**src/rtl/gt_reset_pkg.sv**
```systemverilog
// gt_reset_pkg: state encodings and sizing helpers shared by the GT reset sequencer.
package gt_reset_pkg;

  // Top-level sequencing states: full GT reset pulse, wait for done, running, gave up.
  typedef enum logic [1:0] {
    ALL_ASSERT = 2'd0,
    ALL_WAIT   = 2'd1,
    RUN        = 2'd2,
    FAIL       = 2'd3
  } top_state_e;

  // Per-port rx datapath recovery states.
  typedef enum logic [1:0] {
    P_IDLE  = 2'd0,
    P_PULSE = 2'd1,
    P_WAIT  = 2'd2
  } port_state_e;

  localparam int unsigned RETRY_W   = 4;
  localparam int unsigned RECOVER_W = 16;

  // Timers must be able to hold TIMEOUT_CYCLES itself without wrapping.
  function automatic int unsigned timer_width(input int unsigned timeout_cycles);
    return $clog2(timeout_cycles + 1);
  endfunction

endpackage

```
**src/rtl/gt_rx_port_reset.sv**
```systemverilog
// gt_rx_port_reset: per-port rx datapath reset FSM with its own pulse/timeout timer.
// Only active while the top sequencer is (or stays) in RUN; otherwise held in P_IDLE.
module gt_rx_port_reset
  import gt_reset_pkg::*;
#(
  parameter int unsigned PULSE_CYCLES   = 64,
  parameter int unsigned TIMEOUT_CYCLES = 2000000
) (
  input  logic clk_i,
  input  logic rst_ni,
  input  logic run_i,
  input  logic req_i,
  input  logic rx_done_i,
  output logic rx_reset_o,
  output logic idle_o,
  output logic recovered_o,
  output logic escalate_o
);

  localparam int unsigned TW = timer_width(TIMEOUT_CYCLES);
  localparam logic [TW-1:0] PULSE_LAST   = TW'(PULSE_CYCLES - 1);
  localparam logic [TW-1:0] TIMEOUT_LAST = TW'(TIMEOUT_CYCLES - 1);

  port_state_e   state_q, state_d;
  logic [TW-1:0] timer_q, timer_d;
  logic          rx_reset_q, rx_reset_d;
  logic          rx_done_q;
  logic          rx_done_fall;

  assign rx_done_fall = rx_done_q & ~rx_done_i;

  // Recovery completes on done, or gives up and asks the top for a full reset on timeout.
  assign idle_o      = (state_q == P_IDLE);
  assign recovered_o = (state_q == P_WAIT) & rx_done_i;
  assign escalate_o  = (state_q == P_WAIT) & ~rx_done_i & (timer_q == TIMEOUT_LAST);
  assign rx_reset_o  = rx_reset_q;

  // Next-state logic: pulse the rx datapath reset, then wait for done within the timeout.
  always_comb begin
    state_d    = state_q;
    timer_d    = timer_q;
    rx_reset_d = 1'b0;
    if (!run_i) begin
      state_d = P_IDLE;
      timer_d = '0;
    end else begin
      unique case (state_q)
        P_IDLE: begin
          if (req_i || rx_done_fall) begin
            state_d = P_PULSE;
            timer_d = '0;
          end
        end
        P_PULSE: begin
          if (timer_q == PULSE_LAST) begin
            state_d = P_WAIT;
            timer_d = '0;
          end else begin
            timer_d = timer_q + 1'b1;
          end
        end
        P_WAIT: begin
          if (rx_done_i || (timer_q == TIMEOUT_LAST)) begin
            state_d = P_IDLE;
            timer_d = '0;
          end else begin
            timer_d = timer_q + 1'b1;
          end
        end
        default: begin
          state_d = P_IDLE;
          timer_d = '0;
        end
      endcase
    end
    rx_reset_d = (state_d == P_PULSE);
  end

  // State, timer, registered reset output and the rx_done copy used for edge detection.
  always_ff @(posedge clk_i or negedge rst_ni) begin
    if (!rst_ni) begin
      state_q    <= P_IDLE;
      timer_q    <= '0;
      rx_reset_q <= 1'b0;
      rx_done_q  <= 1'b0;
    end else begin
      state_q    <= state_d;
      timer_q    <= timer_d;
      rx_reset_q <= rx_reset_d;
      rx_done_q  <= rx_done_i;
    end
  end

endmodule

```
**src/rtl/gt_reset_sequencer.sv**
```systemverilog
// gt_reset_sequencer: initiator side of the DCMAC GT reset handshake.
// Runs the full GT reset with retries, hands per-port rx recovery to gt_rx_port_reset,
// and reports link status, retry and recovery counts. All outputs come from flops.
module gt_reset_sequencer
  import gt_reset_pkg::*;
#(
  parameter int unsigned PORTS          = 2,
  parameter int unsigned PULSE_CYCLES   = 64,
  parameter int unsigned TIMEOUT_CYCLES = 2000000,
  parameter int unsigned MAX_RETRIES    = 3
) (
  input  logic             s_axi_clk,
  input  logic             s_axi_aresetn,
  input  logic             sw_reset_all,
  input  logic [PORTS-1:0] sw_reset_rx_datapath,
  input  logic [PORTS-1:0] gt_rx_reset_done,
  input  logic [PORTS-1:0] gt_tx_reset_done,
  output logic             user_gt_reset_all,
  output logic [PORTS-1:0] user_gt_reset_rx_datapath,
  output logic [PORTS-1:0] link_up,
  output logic             busy,
  output logic             fail,
  output logic [3:0]       retry_count,
  output logic [15:0]      rx_recover_count
);

  localparam int unsigned TW = timer_width(TIMEOUT_CYCLES);
  localparam logic [TW-1:0]        PULSE_LAST   = TW'(PULSE_CYCLES - 1);
  localparam logic [TW-1:0]        TIMEOUT_LAST = TW'(TIMEOUT_CYCLES - 1);
  localparam logic [RETRY_W-1:0]   RETRY_LIMIT  = RETRY_W'(MAX_RETRIES);
  localparam logic [RECOVER_W-1:0] RECOVER_MAX  = '1;

  top_state_e           state_q, state_d;
  logic [TW-1:0]        timer_q, timer_d;
  logic [RETRY_W-1:0]   retry_q, retry_d;
  logic [RECOVER_W-1:0] recover_q, recover_d;
  logic                 reset_all_q, reset_all_d;
  logic                 busy_q, busy_d;
  logic                 fail_q, fail_d;
  logic [PORTS-1:0]     link_up_q, link_up_d;
  logic [PORTS-1:0]     tx_done_q;

  logic                 port_run;
  logic [PORTS-1:0]     port_idle;
  logic [PORTS-1:0]     port_recovered;
  logic [PORTS-1:0]     port_escalate;
  logic [PORTS-1:0]     port_rx_reset;
  logic [PORTS-1:0]     tx_done_fall;
  logic                 all_done;

  assign tx_done_fall = tx_done_q & ~gt_tx_reset_done;
  assign all_done     = (&gt_tx_reset_done) & (&gt_rx_reset_done);

  // Ports follow the top's next state so a port never starts a pulse on the
  // same edge that the top leaves RUN (sw_reset_all, tx loss or escalation).
  assign port_run = (state_d == RUN);

  for (genvar p = 0; p < PORTS; p++) begin : gen_port
    gt_rx_port_reset #(
      .PULSE_CYCLES   (PULSE_CYCLES),
      .TIMEOUT_CYCLES (TIMEOUT_CYCLES)
    ) u_port (
      .clk_i       (s_axi_clk),
      .rst_ni      (s_axi_aresetn),
      .run_i       (port_run),
      .req_i       (sw_reset_rx_datapath[p]),
      .rx_done_i   (gt_rx_reset_done[p]),
      .rx_reset_o  (port_rx_reset[p]),
      .idle_o      (port_idle[p]),
      .recovered_o (port_recovered[p]),
      .escalate_o  (port_escalate[p])
    );
  end

  // Top sequencing: pulse, wait with retry/timeout, run, fail; sw_reset_all overrides everything.
  always_comb begin
    state_d = state_q;
    timer_d = timer_q;
    retry_d = retry_q;
    unique case (state_q)
      ALL_ASSERT: begin
        if (timer_q == PULSE_LAST) begin
          state_d = ALL_WAIT;
          timer_d = '0;
        end else begin
          timer_d = timer_q + 1'b1;
        end
      end
      ALL_WAIT: begin
        if (all_done) begin
          state_d = RUN;
          timer_d = '0;
        end else if (timer_q == TIMEOUT_LAST) begin
          timer_d = '0;
          if (retry_q < RETRY_LIMIT) begin
            retry_d = retry_q + 1'b1;
            state_d = ALL_ASSERT;
          end else begin
            state_d = FAIL;
          end
        end else begin
          timer_d = timer_q + 1'b1;
        end
      end
      RUN: begin
        if ((|tx_done_fall) || (|port_escalate)) begin
          state_d = ALL_ASSERT;
          timer_d = '0;
        end
      end
      FAIL: begin
        state_d = FAIL;
      end
      default: begin
        state_d = ALL_ASSERT;
        timer_d = '0;
      end
    endcase
    if (sw_reset_all) begin
      state_d = ALL_ASSERT;
      timer_d = '0;
      retry_d = '0;
    end
  end

  // Registered outputs derived from the next state, link status and the saturating recovery count.
  always_comb begin
    reset_all_d = (state_d == ALL_ASSERT);
    busy_d      = (state_d == ALL_ASSERT) || (state_d == ALL_WAIT);
    fail_d      = (state_d == FAIL);
    link_up_d   = '0;
    recover_d   = recover_q;
    for (int p = 0; p < PORTS; p++) begin
      link_up_d[p] = (state_q == RUN) && port_idle[p] &&
                     gt_rx_reset_done[p] && gt_tx_reset_done[p];
      if (port_recovered[p] && (recover_d != RECOVER_MAX)) begin
        recover_d = recover_d + 1'b1;
      end
    end
  end

  // Top-level state, counters and output registers.
  always_ff @(posedge s_axi_clk or negedge s_axi_aresetn) begin
    if (!s_axi_aresetn) begin
      state_q     <= ALL_ASSERT;
      timer_q     <= '0;
      retry_q     <= '0;
      recover_q   <= '0;
      reset_all_q <= 1'b1;
      busy_q      <= 1'b1;
      fail_q      <= 1'b0;
      link_up_q   <= '0;
      tx_done_q   <= '0;
    end else begin
      state_q     <= state_d;
      timer_q     <= timer_d;
      retry_q     <= retry_d;
      recover_q   <= recover_d;
      reset_all_q <= reset_all_d;
      busy_q      <= busy_d;
      fail_q      <= fail_d;
      link_up_q   <= link_up_d;
      tx_done_q   <= gt_tx_reset_done;
    end
  end

  assign user_gt_reset_all         = reset_all_q;
  assign user_gt_reset_rx_datapath = port_rx_reset;
  assign link_up                   = link_up_q;
  assign busy                      = busy_q;
  assign fail                      = fail_q;
  assign retry_count               = retry_q;
  assign rx_recover_count          = recover_q;

endmodule

```
**config.mk**
```make
export PLATFORM = sky130hd
export DESIGN_NAME = gt_reset_sequencer
export DESIGN_NICKNAME = d
export VERILOG_FILES = /design/src/rtl/gt_reset_pkg.sv /design/src/rtl/gt_rx_port_reset.sv /design/src/rtl/gt_reset_sequencer.sv
export SDC_FILE = /design/constraint.sdc
export NUM_CORES = 1
export LEC_CHECK = 0
export ABC_AREA = 1
export CAP_MARGIN = 30
export CELL_PAD_IN_SITES_DETAIL_PLACEMENT = 1
export CELL_PAD_IN_SITES_GLOBAL_PLACEMENT = 1
export CORE_AREA = 2 2 131 133
export DETAILED_ROUTE_END_ITERATION = 8
export DIE_AREA = 0 0 133 135
export PLACE_DENSITY = 0.75
export SLEW_MARGIN = 20
export SYNTH_ARGS = -nofsm -noshare
export SYNTH_HDL_FRONTEND = slang
export SYNTH_SLANG_ARGS = --single-unit
```
**constraint.sdc**
```tcl
create_clock -name s_axi_clk -period 3.8 [get_ports s_axi_clk]
set_clock_uncertainty 0.05 [all_clocks]
set_input_delay 0.57 -clock s_axi_clk [delete_from_list [all_inputs] [get_ports s_axi_clk]]
set_output_delay 0.57 -clock s_axi_clk [all_outputs]
set_load 0.02 [all_outputs]
```
==> impl_results.md <==
- Core Footprint: 16400 µm²
- Area growth syn-to-layout: 13.0%
- Synth Instances: 1071
- CP max stage delay: 0.48 ns
- Initial antenna violation count: 0
- Routed len/inst: 15.4 µm
- Largest net degree at the start of global routing: 55
- RR Startpoint: rx_recover_count[0]$_DFF_PN0_
- FF/Latch Area: 2500 µm²
- Die Ht: 135 µm
- Final nets: 1135
- Most used cell, CP: nand2_1
- Pwr Total: 3.00 mW
- Fillers: 2199
- First-pass iteration count of the detailed router: 4
- Mapped Area: 7110 µm²
- WL final: 20.5 mm
- Cells along the critical path: ha_1 -> nand3_2 -> nor2_2 -> nand2_1 -> nand2_2 -> nand2_1 -> nand2_1 -> ha_1 -> nand3_1 -> nor2_2 -> inv_1 -> nor2_4 -> nand2_2 -> nand2_4 -> nand2_1 -> nand2_1
- Post-CTS Hold Buffers: 0
- GRT overflow: 0
- Reg-to-reg slack, setup: 0.62 ns
- Measured slew at the worst slew-check pin: 0.779 ns
- Status: complete, no violations
- Fin crit period: 3.18 ns
- Fmax: 315 MHz
- Antenna viol nets, final: 0
- Seq/Total Area, Yosys: 0.352
- Drt via density: 5.20
- Ys async rst share: 1.00
- CTS tree: built
- WS Path Type: reg2reg
- Final Slew Violations: 0
- Yosys top cell by area: dfrtp_1
- Element type at the critical path end: flip-flop
- CP startpoint kind: flip-flop
- Total negative slack: 0 ns
- DRC errors left: 0
- Distinct cells, synth: 42
- Final worst-path cycle share: 0.836
- Critical path required time: 4.04 ns
- Clk sink count: 100
- Multi-input logic area: 3910 µm²
- Input/output buffers: 35
- FF-to-FF path depth: 16
- Slew HR: 0.479
- First-pass GRT wire length: 34.6 mm
- Most used flip-flop cell after synthesis: dfrtp_1
- Via count: 6929
- Max Cap Viol: 0
- Post_cts resized: 0
- Clk root buf: clkbuf_16
- Vias in the first global route: 7071
- Synth Register Bits: 100
- Die span in x: 133 µm
- Syn nets: 1098
- 1st-iter DRT viols: 258
- Type of the worst min-delay path: in2async
- # diodes: 0
- Global placement routability congestion: 0.854
- Global Route Usage Sum: 0.239
- Final setup violation count: 0
- Synthesized area per cell: 6.64 µm²
- IR drop worst, VDD: 0.000281 V
- RSZ-0062 raised after global routing: no
- CP Max Fanout: 16
- Synth top area share: 0.345
- Final Hold Viols: 0
- Starting density of the core: 0.433
- Post-CTS Setup Repair Bufs: 0
- Pwr Density: 373 nW/µm²
- Critical Path AT: 3.42 ns
- Number of enable flip-flop cells after synthesis: 0
- Slowest-stage cell, CP: dfrtp_1
- DP HPWL: 15.7 mm
- H-tree Lvls: 3
- R2r endpoint: rx_recover_count[1]$_DFF_PN0_
- I/O pins: 36
- WHS: 0.221 ns
- Cts bufs inserted: 9
- Clock buffer depth: 2
- Share of cells above drive strength 1: 0.0593
- Synth warn: 0
- Worst-Skew Late Latency: 0.36 ns
- Die area: 18000 µm²
- Row cnt: 47
- Static leakage: 3.77 nW
- Synth top area cells: dfrtp_1 35%, nand2_1 16%, inv_1 8.1%
- Clock transition at the registers of the reported paths: 0.07 ns
==> kinds of logic (layout without fill, tap and decap cells) <==
| family | count (synthesis) | count (layout) | synth area share |
|---|---|---|---|
| DFF | 100 | 100 | 0.352 |
| buffers and inverters | 175 | 217 | 0.0987 |
| xor gates and xnor gates | 31 | 31 | 0.0382 |
| adders and majority gates | 18 | 18 | 0.0317 |
| AOI/OAI and AO/OA | 101 | 101 | 0.0799 |
| and+or+nand+nor | 646 | 646 | 0.399 |
==> state kept, by name (all words and copies together) (netlist names) <==
signal                      count
gen_port.u_port.timer_q        42
timer_q                        21
rx_recover_count               16
gen_port.u_port.state_q         4
retry_count                     4
gen_port.u_port.rx_done_q       2
gen_port.u_port.rx_reset_o      2
link_up                         2
state_q                         2
tx_done_q                       2
busy                            1
fail                            1
user_gt_reset_all               1
==> Yosys cell counts (2+ instances only) <==
master / count
a21o_1: 2
a21oi_1: 45
a22oi_1: 2
buf_2: 6
buf_4: 2
buf_6: 4
clkbuf_1: 6
clkinv_1: 2
dfrtp_1: 98
dfstp_2: 2
ha_1: 18
inv_1: 154
nand2_1: 306
nand2_2: 12
nand3_1: 83
nand3b_1: 5
nand4_1: 39
nor2_1: 133
nor2_2: 9
nor2_4: 4
nor3_1: 31
nor4_1: 10
o2111ai_1: 2
o211ai_1: 4
o21ai_0: 34
o22ai_1: 5
or2_2: 9
xnor2_1: 6
xor2_1: 25
==> power by group <==
part	leakage, nW	internal [mW]	switching, mW
clock	0.164	0.648	0.423
sequential	1.31	1.13	0.0561
combinational	2.30	0.212	0.524
total	3.77	1.99	1.00
==> cells in the final DEF (no fill, tap or decap), types with 2 or more instances in the layout <==
cell,synthesis,routed
nand3b_1,5,5
o211ai_1,4,4
clkinv_1,2,2
nand4_1,39,39
dfstp_2,2,2
ha_1,18,18
nor2_4,4,4
a21o_1,2,2
a21oi_1,45,45
clkdlybuf4s50_1,0,34
or2_2,9,9
nor2_2,9,9
a22oi_1,2,2
nand2_2,12,12
bufinv_16,0,3
nor4_1,10,10
buf_4,2,10
nor3_1,31,31
o22ai_1,5,5
nand3_1,83,82
xnor2_1,6,6
nand2_1,306,306
nor2_1,133,133
inv_1,154,154
clkbuf_16,0,9
nand3_2,1,2
clkbuf_1,6,2
xor2_1,25,25
o2111ai_1,2,2
dfrtp_1,98,98
o21ai_0,34,34
==> worst max path at each step <==
stage                                           endpoint                           from  depth (start not counted)
after floorplan           rx_recover_count[14]$_DFF_PN0_  rx_recover_count[0]$_DFF_PN0_                         18
after global placement     rx_recover_count[5]$_DFF_PN0_            gt_rx_reset_done[0]                         14
after detailed placement   rx_recover_count[0]$_DFF_PN0_            gt_rx_reset_done[0]                         14
after CTS                  rx_recover_count[5]$_DFF_PN0_  rx_recover_count[0]$_DFF_PN0_                         16
after global routing       rx_recover_count[2]$_DFF_PN0_  rx_recover_count[0]$_DFF_PN0_                         16
final                      rx_recover_count[1]$_DFF_PN0_  rx_recover_count[0]$_DFF_PN0_                         16
==> per-stage QoR <==
stage          utilization  worst slack, ns  std cells  area, µm²
3_5_place_dp         0.469            0.403       1317       7690
2_1_floorplan            -            0.986       1071       7110
3_3_place_gp         0.468            0.591       1316       7680
5_1_grt              0.490            0.333       1333       8030
6_report             0.490            0.622       1333       8030
4_1_cts              0.490            0.614       1333       8030
==> per-layer routing <==
layer,vias to the layer above,global-route usage,part of all wire
met5,-,0,0
li1,3495,-,-
met3,24,0.0274,0.020
met1,3334,0.312,0.48
met2,76,0.420,0.49
met4,0,0.0729,0.017
==> layout make-up <==
type	instances	area share
clock buffer	11	0.0290
clock inverter	5	0.0134
inverter	157	0.0734
multi-input combinational	796	0.486
sequential	100	0.312
tap	220	0.0343
timing repair buffer	44	0.0517
==> critical path: cells and delay by family, from the launching register on <==
| family | cells | cell delay, ns |
|---|---|---|
| buffers and inverters | 1 | 0.11 |
| AND/OR/NAND/NOR | 13 | 1.92 |
| adder cells (fa/ha/maj) | 2 | 0.56 |
| flip-flops | 1 | 0.48 |
(Power assumes the default switching activity.)
